## src/rtl/serial_frame_pkg.sv

```systemverilog
// Shared types and constants for the serial frame transmitter that feeds the
// first-zero detector.
package serial_frame_pkg;

    typedef enum logic [1:0] {
        S_IDLE,
        S_START,
        S_SHIFT,
        S_GAP
    } tx_state_t;

    localparam int FRAME_WIDTH = 8;
    localparam int GAP_CNT_W   = 4;

endpackage

```

## src/rtl/frame_hold_reg.sv

```systemverilog
// One-entry holding buffer in front of the transmitter: accepts a word on
// load && ready and releases it when the frame FSM asserts take.
module frame_hold_reg
#(
    parameter int WIDTH = 8
) (
    input  logic             clk,
    input  logic             rst_n,
    input  logic [WIDTH-1:0] din,
    input  logic             load,
    input  logic             take,
    output logic             ready,
    output logic             full,
    output logic [WIDTH-1:0] data
);

    assign ready = !full;

    // A refill in the same edge as a take wins, so no accepted word is lost.
    always_ff @(posedge clk or negedge rst_n) begin
        if (!rst_n) begin
            full <= 1'b0;
            data <= '0;
        end else begin
            if (take) begin
                full <= 1'b0;
            end
            if (load && ready) begin
                full <= 1'b1;
                data <= din;
            end
        end
    end

endmodule

```

## src/rtl/serial_frame_tx.sv

```systemverilog
// Parallel-to-serial frame transmitter: START pulse, WIDTH data bits, GAP idle
// cycles. Define SER_MSB_FIRST_EN to send the MSB first (default LSB first).
module serial_frame_tx
    import serial_frame_pkg::*;
#(
    parameter int   WIDTH      = FRAME_WIDTH,
    parameter int   GAP        = 2,
    parameter logic IDLE_LEVEL = 1'b1
) (
    input  logic             CLK,
    input  logic             nRESET,
    input  logic [WIDTH-1:0] DIN,
    input  logic             LOAD,
    output logic             READY,
    output logic             START,
    output logic             DATAIN,
    output logic             BUSY,
    output logic             FRAME_DONE
);

    localparam int                   CNT_W    = (WIDTH > 1) ? $clog2(WIDTH) : 1;
    localparam logic [CNT_W-1:0]     LAST_BIT = CNT_W'(WIDTH - 1);
    localparam logic [GAP_CNT_W-1:0] LAST_GAP = GAP_CNT_W'(GAP - 1);

`ifdef SER_MSB_FIRST_EN
    localparam int OUT_IDX = WIDTH - 1;

    function automatic logic [WIDTH-1:0] shift_next(input logic [WIDTH-1:0] w);
        return w << 1;
    endfunction
`else
    localparam int OUT_IDX = 0;

    function automatic logic [WIDTH-1:0] shift_next(input logic [WIDTH-1:0] w);
        return w >> 1;
    endfunction
`endif

    tx_state_t            state, state_n;
    logic [WIDTH-1:0]     shreg, shreg_n;
    logic [CNT_W-1:0]     bit_cnt, bit_cnt_n;
    logic [GAP_CNT_W-1:0] gap_cnt, gap_cnt_n;
    logic                 launch;
    logic                 hold_full;
    logic [WIDTH-1:0]     hold_data;
    logic                 start_n, datain_n, busy_n, frame_done_n;

    frame_hold_reg #(
        .WIDTH (WIDTH)
    ) u_hold (
        .clk   (CLK),
        .rst_n (nRESET),
        .din   (DIN),
        .load  (LOAD),
        .take  (launch),
        .ready (READY),
        .full  (hold_full),
        .data  (hold_data)
    );

    // NOTE: every signal written here gets a default first, so no path leaves
    // it unassigned and no latch is inferred.
    always_comb begin
        state_n   = state;
        shreg_n   = shreg;
        bit_cnt_n = bit_cnt;
        gap_cnt_n = gap_cnt;
        launch    = 1'b0;

        case (state)
            S_IDLE: launch = hold_full;
            S_START: begin
                state_n   = S_SHIFT;
                bit_cnt_n = '0;
            end
            S_SHIFT: begin
                if (bit_cnt == LAST_BIT) begin
                    if (GAP == 0) begin
                        state_n = S_IDLE;
                        launch  = hold_full;
                    end else begin
                        state_n   = S_GAP;
                        gap_cnt_n = '0;
                    end
                end else begin
                    bit_cnt_n = bit_cnt + 1'b1;
                    shreg_n   = shift_next(shreg);
                end
            end
            S_GAP: begin
                if (gap_cnt == LAST_GAP) begin
                    state_n = S_IDLE;
                    launch  = hold_full;
                end else begin
                    gap_cnt_n = gap_cnt + 1'b1;
                end
            end
            default: state_n = S_IDLE;
        endcase

        // Every path back to S_START reloads the shift register in the same edge.
        if (launch) begin
            shreg_n = hold_data;
            state_n = S_START;
        end

        // Outputs are decoded from the next state and registered below.
        start_n      = (state_n == S_START);
        busy_n       = (state_n != S_IDLE);
        frame_done_n = (state_n == S_SHIFT) && (bit_cnt_n == LAST_BIT);
        datain_n     = (state_n == S_SHIFT) ? shreg_n[OUT_IDX] : IDLE_LEVEL;
    end

    // NOTE: sequential state uses non-blocking assignments so every flop
    // samples the pre-edge values regardless of statement order.
    always_ff @(posedge CLK or negedge nRESET) begin
        if (!nRESET) begin
            state      <= S_IDLE;
            shreg      <= '0;
            bit_cnt    <= '0;
            gap_cnt    <= '0;
            START      <= 1'b0;
            DATAIN     <= IDLE_LEVEL;
            BUSY       <= 1'b0;
            FRAME_DONE <= 1'b0;
        end else begin
            state      <= state_n;
            shreg      <= shreg_n;
            bit_cnt    <= bit_cnt_n;
            gap_cnt    <= gap_cnt_n;
            START      <= start_n;
            DATAIN     <= datain_n;
            BUSY       <= busy_n;
            FRAME_DONE <= frame_done_n;
        end
    end

endmodule

```

## config.mk

```make
export PLATFORM = sky130hd
export DESIGN_NAME = serial_frame_tx
export DESIGN_NICKNAME = d
export VERILOG_FILES = /design/src/rtl/serial_frame_pkg.sv /design/src/rtl/frame_hold_reg.sv /design/src/rtl/serial_frame_tx.sv
export SDC_FILE = /design/constraint.sdc
export NUM_CORES = 1
export LEC_CHECK = 0
export CORE_UTILIZATION = 50
export CTS_CLUSTER_DIAMETER = 200
export DETAILED_ROUTE_END_ITERATION = 7
export PLACE_DENSITY_LB_ADDON = 0.1
export SYNTH_ARGS = -nofsm -noshare
export SYNTH_HDL_FRONTEND = slang
export SYNTH_HIERARCHICAL = 1
export SYNTH_SLANG_ARGS = --single-unit
```

## constraint.sdc

```tcl
create_clock -name CLK -period 1.88 [get_ports CLK]
set_clock_uncertainty 0.2 [all_clocks]
set_input_delay 0.188 -clock CLK [delete_from_list [all_inputs] [get_ports CLK]]
set_output_delay 0.188 -clock CLK [all_outputs]
set_load 0.005 [all_outputs]
```

==> impl_results.html <==
<table>
<tr><th>Metric</th><th>Value</th></tr>
<tr><th colspan="2">Worst setup path</th></tr>
<tr><td>Category of the critical setup timing path</td><td>reg -&gt; reg</td></tr>
<tr><td>Maximum single-stage delay on the critical path</td><td>370 ps</td></tr>
<tr><td>CP required</td><td>between 1500 and 2000 ps</td></tr>
<tr><td>Count of cells along the worst register-to-register path</td><td>7</td></tr>
<tr><td>Endpoint of the lowest-slack register-to-register path</td><td>FRAME_DONE$_DFF_PN0_</td></tr>
<tr><td>Arrival time reported for the critical path endpoint</td><td>1930 ps</td></tr>
<tr><td>Cells traversed along the worst timing path</td><td>inv_2 &gt; ha_4 &gt; and3b_1 &gt; a31oi_4 &gt; inv_4 &gt; nor2_4 &gt; and4bb_1</td></tr>
<tr><td>Crit path max fanout</td><td>5</td></tr>
<tr><td>Slack of the worst reg-to-reg path</td><td>10 ps</td></tr>
<tr><td>Launch point of the worst reg-to-reg path</td><td>state[0]$_DFF_PN0_</td></tr>
<tr><td>Master of the slowest instance on the critical path</td><td>sky130_fd_sc_hd__dfrtp_1</td></tr>
<tr><td>Worst Setup Start Kind</td><td>flip-flop</td></tr>
<tr><td>Kind of end point of the critical path</td><td>flip-flop</td></tr>
<tr><th colspan="2">Global route</th></tr>
<tr><td>Met3 track demand over resource</td><td>0.0645</td></tr>
<tr><td>Largest net degree at the start of global routing</td><td>31</td></tr>
<tr><td>Global route hottest layer</td><td>met2</td></tr>
<tr><td>Antenna violations before repair</td><td>0</td></tr>
<tr><td>Global routing met1 resource utilization</td><td>0.245</td></tr>
<tr><td>Via count of the first global-routing pass</td><td>1099</td></tr>
<tr><td>Global-route usage over all layers</td><td>0.194</td></tr>
<tr><td>Wire length of the first global-routing pass</td><td>roughly 4700 µm</td></tr>
<tr><td>Global-route met2 utilization</td><td>0.308</td></tr>
<tr><td>Remaining Overflow, GRT</td><td>0</td></tr>
<tr><th colspan="2">Finish</th></tr>
<tr><td>Share of cells above drive strength 1</td><td>0.274</td></tr>
<tr><td>Final standard cell area without fillers</td><td>1900 µm²</td></tr>
<tr><td>Final-stage net count</td><td>between 150 and 200</td></tr>
<tr><td>Layout area overhead</td><td>26.2%</td></tr>
<tr><td>Inserted Diodes</td><td>0</td></tr>
<tr><th colspan="2">Clock network</th></tr>
<tr><td>Count of clock tree sinks</td><td>30</td></tr>
<tr><td>Cell chosen for the clock root</td><td>sky130_fd_sc_hd__clkbuf_4</td></tr>
<tr><td>Clock tree from TritonCTS</td><td>done</td></tr>
<tr><td>Maximum clock insertion buffer count</td><td>2</td></tr>
<tr><td>Clock H-tree levels</td><td>2</td></tr>
<tr><td>Worst-path clk slew</td><td>100 ps</td></tr>
<tr><td>CTS Buf Count</td><td>5</td></tr>
<tr><td>Skew-Pair Late Insertion Delay</td><td>320 ps</td></tr>
<tr><th colspan="2">Placement</th></tr>
<tr><td>Sum of net half-perimeters after detailed placement</td><td>1930 µm</td></tr>
<tr><td>Buffers added on ports</td><td>15</td></tr>
<tr><td>Final weighted congestion of routability-driven global placement</td><td>roughly 0.76</td></tr>
<tr><td>Post-placement cell area</td><td>~1800 µm²</td></tr>
<tr><th colspan="2">Power</th></tr>
<tr><td>Net switching power figure</td><td>1.04 mW</td></tr>
<tr><td>Fraction of power consumed by combinational cells</td><td>0.479</td></tr>
<tr><td>Static leakage</td><td>about 0.9 nW</td></tr>
<tr><td>Power Total</td><td>between 2 and 3 mW</td></tr>
<tr><td>Clock network fraction of total power</td><td>0.168</td></tr>
<tr><td>Sequential group share of total power</td><td>0.353</td></tr>
<tr><td>Power density normalized to cell area</td><td>around 1600 nW/µm²</td></tr>
<tr><td>Internal cell power</td><td>slightly below 2 mW</td></tr>
<tr><td>Sw frac</td><td>0.346</td></tr>
<tr><td>Maximum resistive drop on vdd</td><td>roughly 0.89 mV</td></tr>
<tr><th colspan="2">Synth</th></tr>
<tr><td>Post-Syn Instances</td><td>around 130</td></tr>
<tr><td>Most instantiated cells after synthesis</td><td>sky130_fd_sc_hd__dfrtp_1 (29), sky130_fd_sc_hd__nand2_1 (20), sky130_fd_sc_hd__inv_1 (8), sky130_fd_sc_hd__mux2_4 (8), sky130_fd_sc_hd__nor2_1 (8)</td></tr>
<tr><td>Unique masters post-synth</td><td>37</td></tr>
<tr><td>Sequential-to-total area share from yosys stat</td><td>0.499</td></tr>
<tr><td>Most numerous cell in the Yosys netlist</td><td>sky130_fd_sc_hd__dfrtp_1</td></tr>
<tr><td>Proportion of synthesized flip-flops having asynchronous set or reset</td><td>1.00</td></tr>
<tr><td>Cell type with the highest aggregate area in the netlist</td><td>sky130_fd_sc_hd__dfrtp_1</td></tr>
<tr><td>Post-synth net total</td><td>152</td></tr>
<tr><td>Post-Syn Area</td><td>about 1500 µm²</td></tr>
<tr><td>Synthesized area per cell</td><td>between 10 and 15 µm²</td></tr>
<tr><td>Count of flip-flops with a built-in enable after synthesis</td><td>0</td></tr>
<tr><td>Synthesis Warnings</td><td>6</td></tr>
<tr><td>Share of the synthesized area in the top cell type</td><td>0.482</td></tr>
<tr><td>Post-synthesis sequential element count</td><td>30</td></tr>
<tr><td>Cell types with the largest area share after synthesis</td><td>sky130_fd_sc_hd__dfrtp_1 (48%), sky130_fd_sc_hd__mux2_4 (8.0%), sky130_fd_sc_hd__ha_1 (5.8%)</td></tr>
<tr><td>Most used DFF post-synth</td><td>sky130_fd_sc_hd__dfrtp_1</td></tr>
<tr><th colspan="2">Timing</th></tr>
<tr><td>Worst Tran Pin Value</td><td>381 ps</td></tr>
<tr><td>Total setup violations reported at the end of the flow</td><td>0</td></tr>
<tr><td>Headroom to the max-slew limit</td><td>0.746</td></tr>
<tr><td>Final Hold Violating Endpoints</td><td>0</td></tr>
<tr><td>Maximum clock frequency</td><td>approximately 0.54 GHz</td></tr>
<tr><td>Post-layout min period</td><td>between 1500 and 2000 ps</td></tr>
<tr><td>Unrepaired setup endpoints after global routing</td><td>true</td></tr>
<tr><td>Total Neg Setup Slack</td><td>0 ps</td></tr>
<tr><td>Part of the cycle the worst path needs</td><td>0.993</td></tr>
<tr><td>Max-slew violations</td><td>0</td></tr>
<tr><th colspan="2">Hold path</th></tr>
<tr><td>Worst hold path type</td><td>in -&gt; async</td></tr>
<tr><th colspan="2">Run status</th></tr>
<tr><td>Result of the run</td><td>complete, but fails checks</td></tr>
<tr><td>Failing checks</td><td>design-rule violations</td></tr>
<tr><th colspan="2">Drt</th></tr>
<tr><td>Via Count</td><td>1085</td></tr>
<tr><td>Average routed wire per standard cell</td><td>~14 µm</td></tr>
<tr><td>Iteration-0 DRC count of the detailed router</td><td>10</td></tr>
<tr><td>Total detailed-routing wirelength</td><td>2850 µm</td></tr>
<tr><td>Post-detailed-route DRC marker count</td><td>2</td></tr>
<tr><td>Vias per cell</td><td>between 5 and 6</td></tr>
<tr><td>Total iterations of the first detailed-routing run</td><td>6</td></tr>
<tr><td>Remaining antenna violation count after routing</td><td>0</td></tr>
<tr><th colspan="2">Floorplanning</th></tr>
<tr><td>I/O pins</td><td>16</td></tr>
<tr><td>Starting density of the core</td><td>0.537</td></tr>
<tr><td>Overall die area</td><td>roughly 3200 µm²</td></tr>
<tr><td>Row cnt</td><td>19</td></tr>
<tr><td>Die boundary height</td><td>approximately 57 µm</td></tr>
<tr><td>Placeable core region</td><td>about 2800 µm²</td></tr>
<tr><td>Die Span X</td><td>about 57 µm</td></tr>
<tr><th colspan="2">Flow run</th></tr>
<tr><td>Max-cap violations</td><td>0</td></tr>
</table>
[cell usage in the layout (no fill, tap or decap), drive strengths merged, types with 2 or more instances in the layout]
| cell | n |
|---|---|
| a31oi | 7 |
| o21ai | 7 |
| dfrtp | 29 |
| buf | 14 |
| nand3 | 4 |
| inv | 9 |
| mux2i | 2 |
| a21boi | 3 |
| clkinv | 2 |
| mux2 | 9 |
| nand2 | 20 |
| nor2 | 10 |
| nand2b | 2 |
| clkdlybuf4s50 | 15 |
| ha | 7 |
| clkbuf | 5 |
| a21oi | 4 |
| a22o | 4 |
[power by group through the flow]
stage	clock, mW	sequential [mW]	combinational (mW)
after floorplan	0	1.04	0.930
after global placement	0	1.06	1.24
after detailed placement	0	1.06	1.29
after CTS	0.515	1.05	1.30
after global routing	0.541	1.09	1.58
final	0.503	1.06	1.43
[flip-flops by register name, indices dropped and copies added, names as in the netlist]
name and flops:
state 2, u_hold/full 1, gap_cnt 4, shreg 8
START 1, DATAIN 1, bit_cnt 3, u_hold/data 8
BUSY 1, FRAME_DONE 1
[metal layers]
layer / wire length, µm / part of all wire / vias to the layer above
li1: - / - / 523
met1: 1360 / 0.48 / 537
met2: 1330 / 0.47 / 20
met3: 118 / 0.041 / 5
met4: 36 / 0.013 / 0
met5: 0 / 0 / -
[critical path, delay by kind of cell (launching register included)]
kind | cells | cell delay [ps]
AOI/OAI and AO/OA | 1 | 220
adders and majority gates | 1 | 290
buffers and inverters | 2 | 160
DFF | 1 | 370
and+or+nand+nor | 3 | 560
[worst max-delay path by stage]
stage | start | endpoint | slack (ps) | depth (start not counted)
final | state[0]$_DFF_PN0_ | FRAME_DONE$_DFF_PN0_ | 10 | 7
after global routing | state[0]$_DFF_PN0_ | FRAME_DONE$_DFF_PN0_ | -60 | 7
after CTS | state[0]$_DFF_PN0_ | shreg[5]$_DFFE_PN0P_ | -6 | 7
after detailed placement | state[0]$_DFF_PN0_ | gap_cnt[2]$_DFFE_PN0P_ | -30 | 6
after global placement | state[0]$_DFF_PN0_ | gap_cnt[2]$_DFFE_PN0P_ | 2 | 6
after floorplan | state[0]$_DFF_PN0_ | FRAME_DONE$_DFF_PN0_ | 7 | 7
[layout make-up]
cell class,count,area [µm²]
fill,225,903
sequential,30,752
multi-input combinational,92,726
timing repair buffer,29,272
clock inverter,3,40.0
tap,31,38.8
clock buffer,5,37.5
inverter,9,36.3
[metrics by stage]
stage	utilization	std cells	worst slack [ps]	hold WS, ps
after floorplan	-	134	7.22	-308
after CTS	0.656	195	-6.21	39.1
final	0.678	199	12.8	34.1
after detailed placement	0.627	187	-34.7	299
after global placement	0.627	187	1.82	285
after global routing	0.678	199	-61.8	59.1
[kinds of logic after synthesis]
family                     synth area share
xor gates and xnor gates            0.00582
muxes                                 0.101
adders and majority gates            0.0581
buffers and inverters                0.0399
AOI/OAI and AO/OA                     0.143
and+or+nand+nor                       0.154
DFF                                   0.499
[what timing repair did]
item,4_1_cts,5_1_grt
endpoints found under the setup margin,2,14
hold buffers,0,0
setup buffers,0,4
pin swaps,1,3
gates resized for setup,1,6
Note: power is estimated with default switching activity, not from simulation.
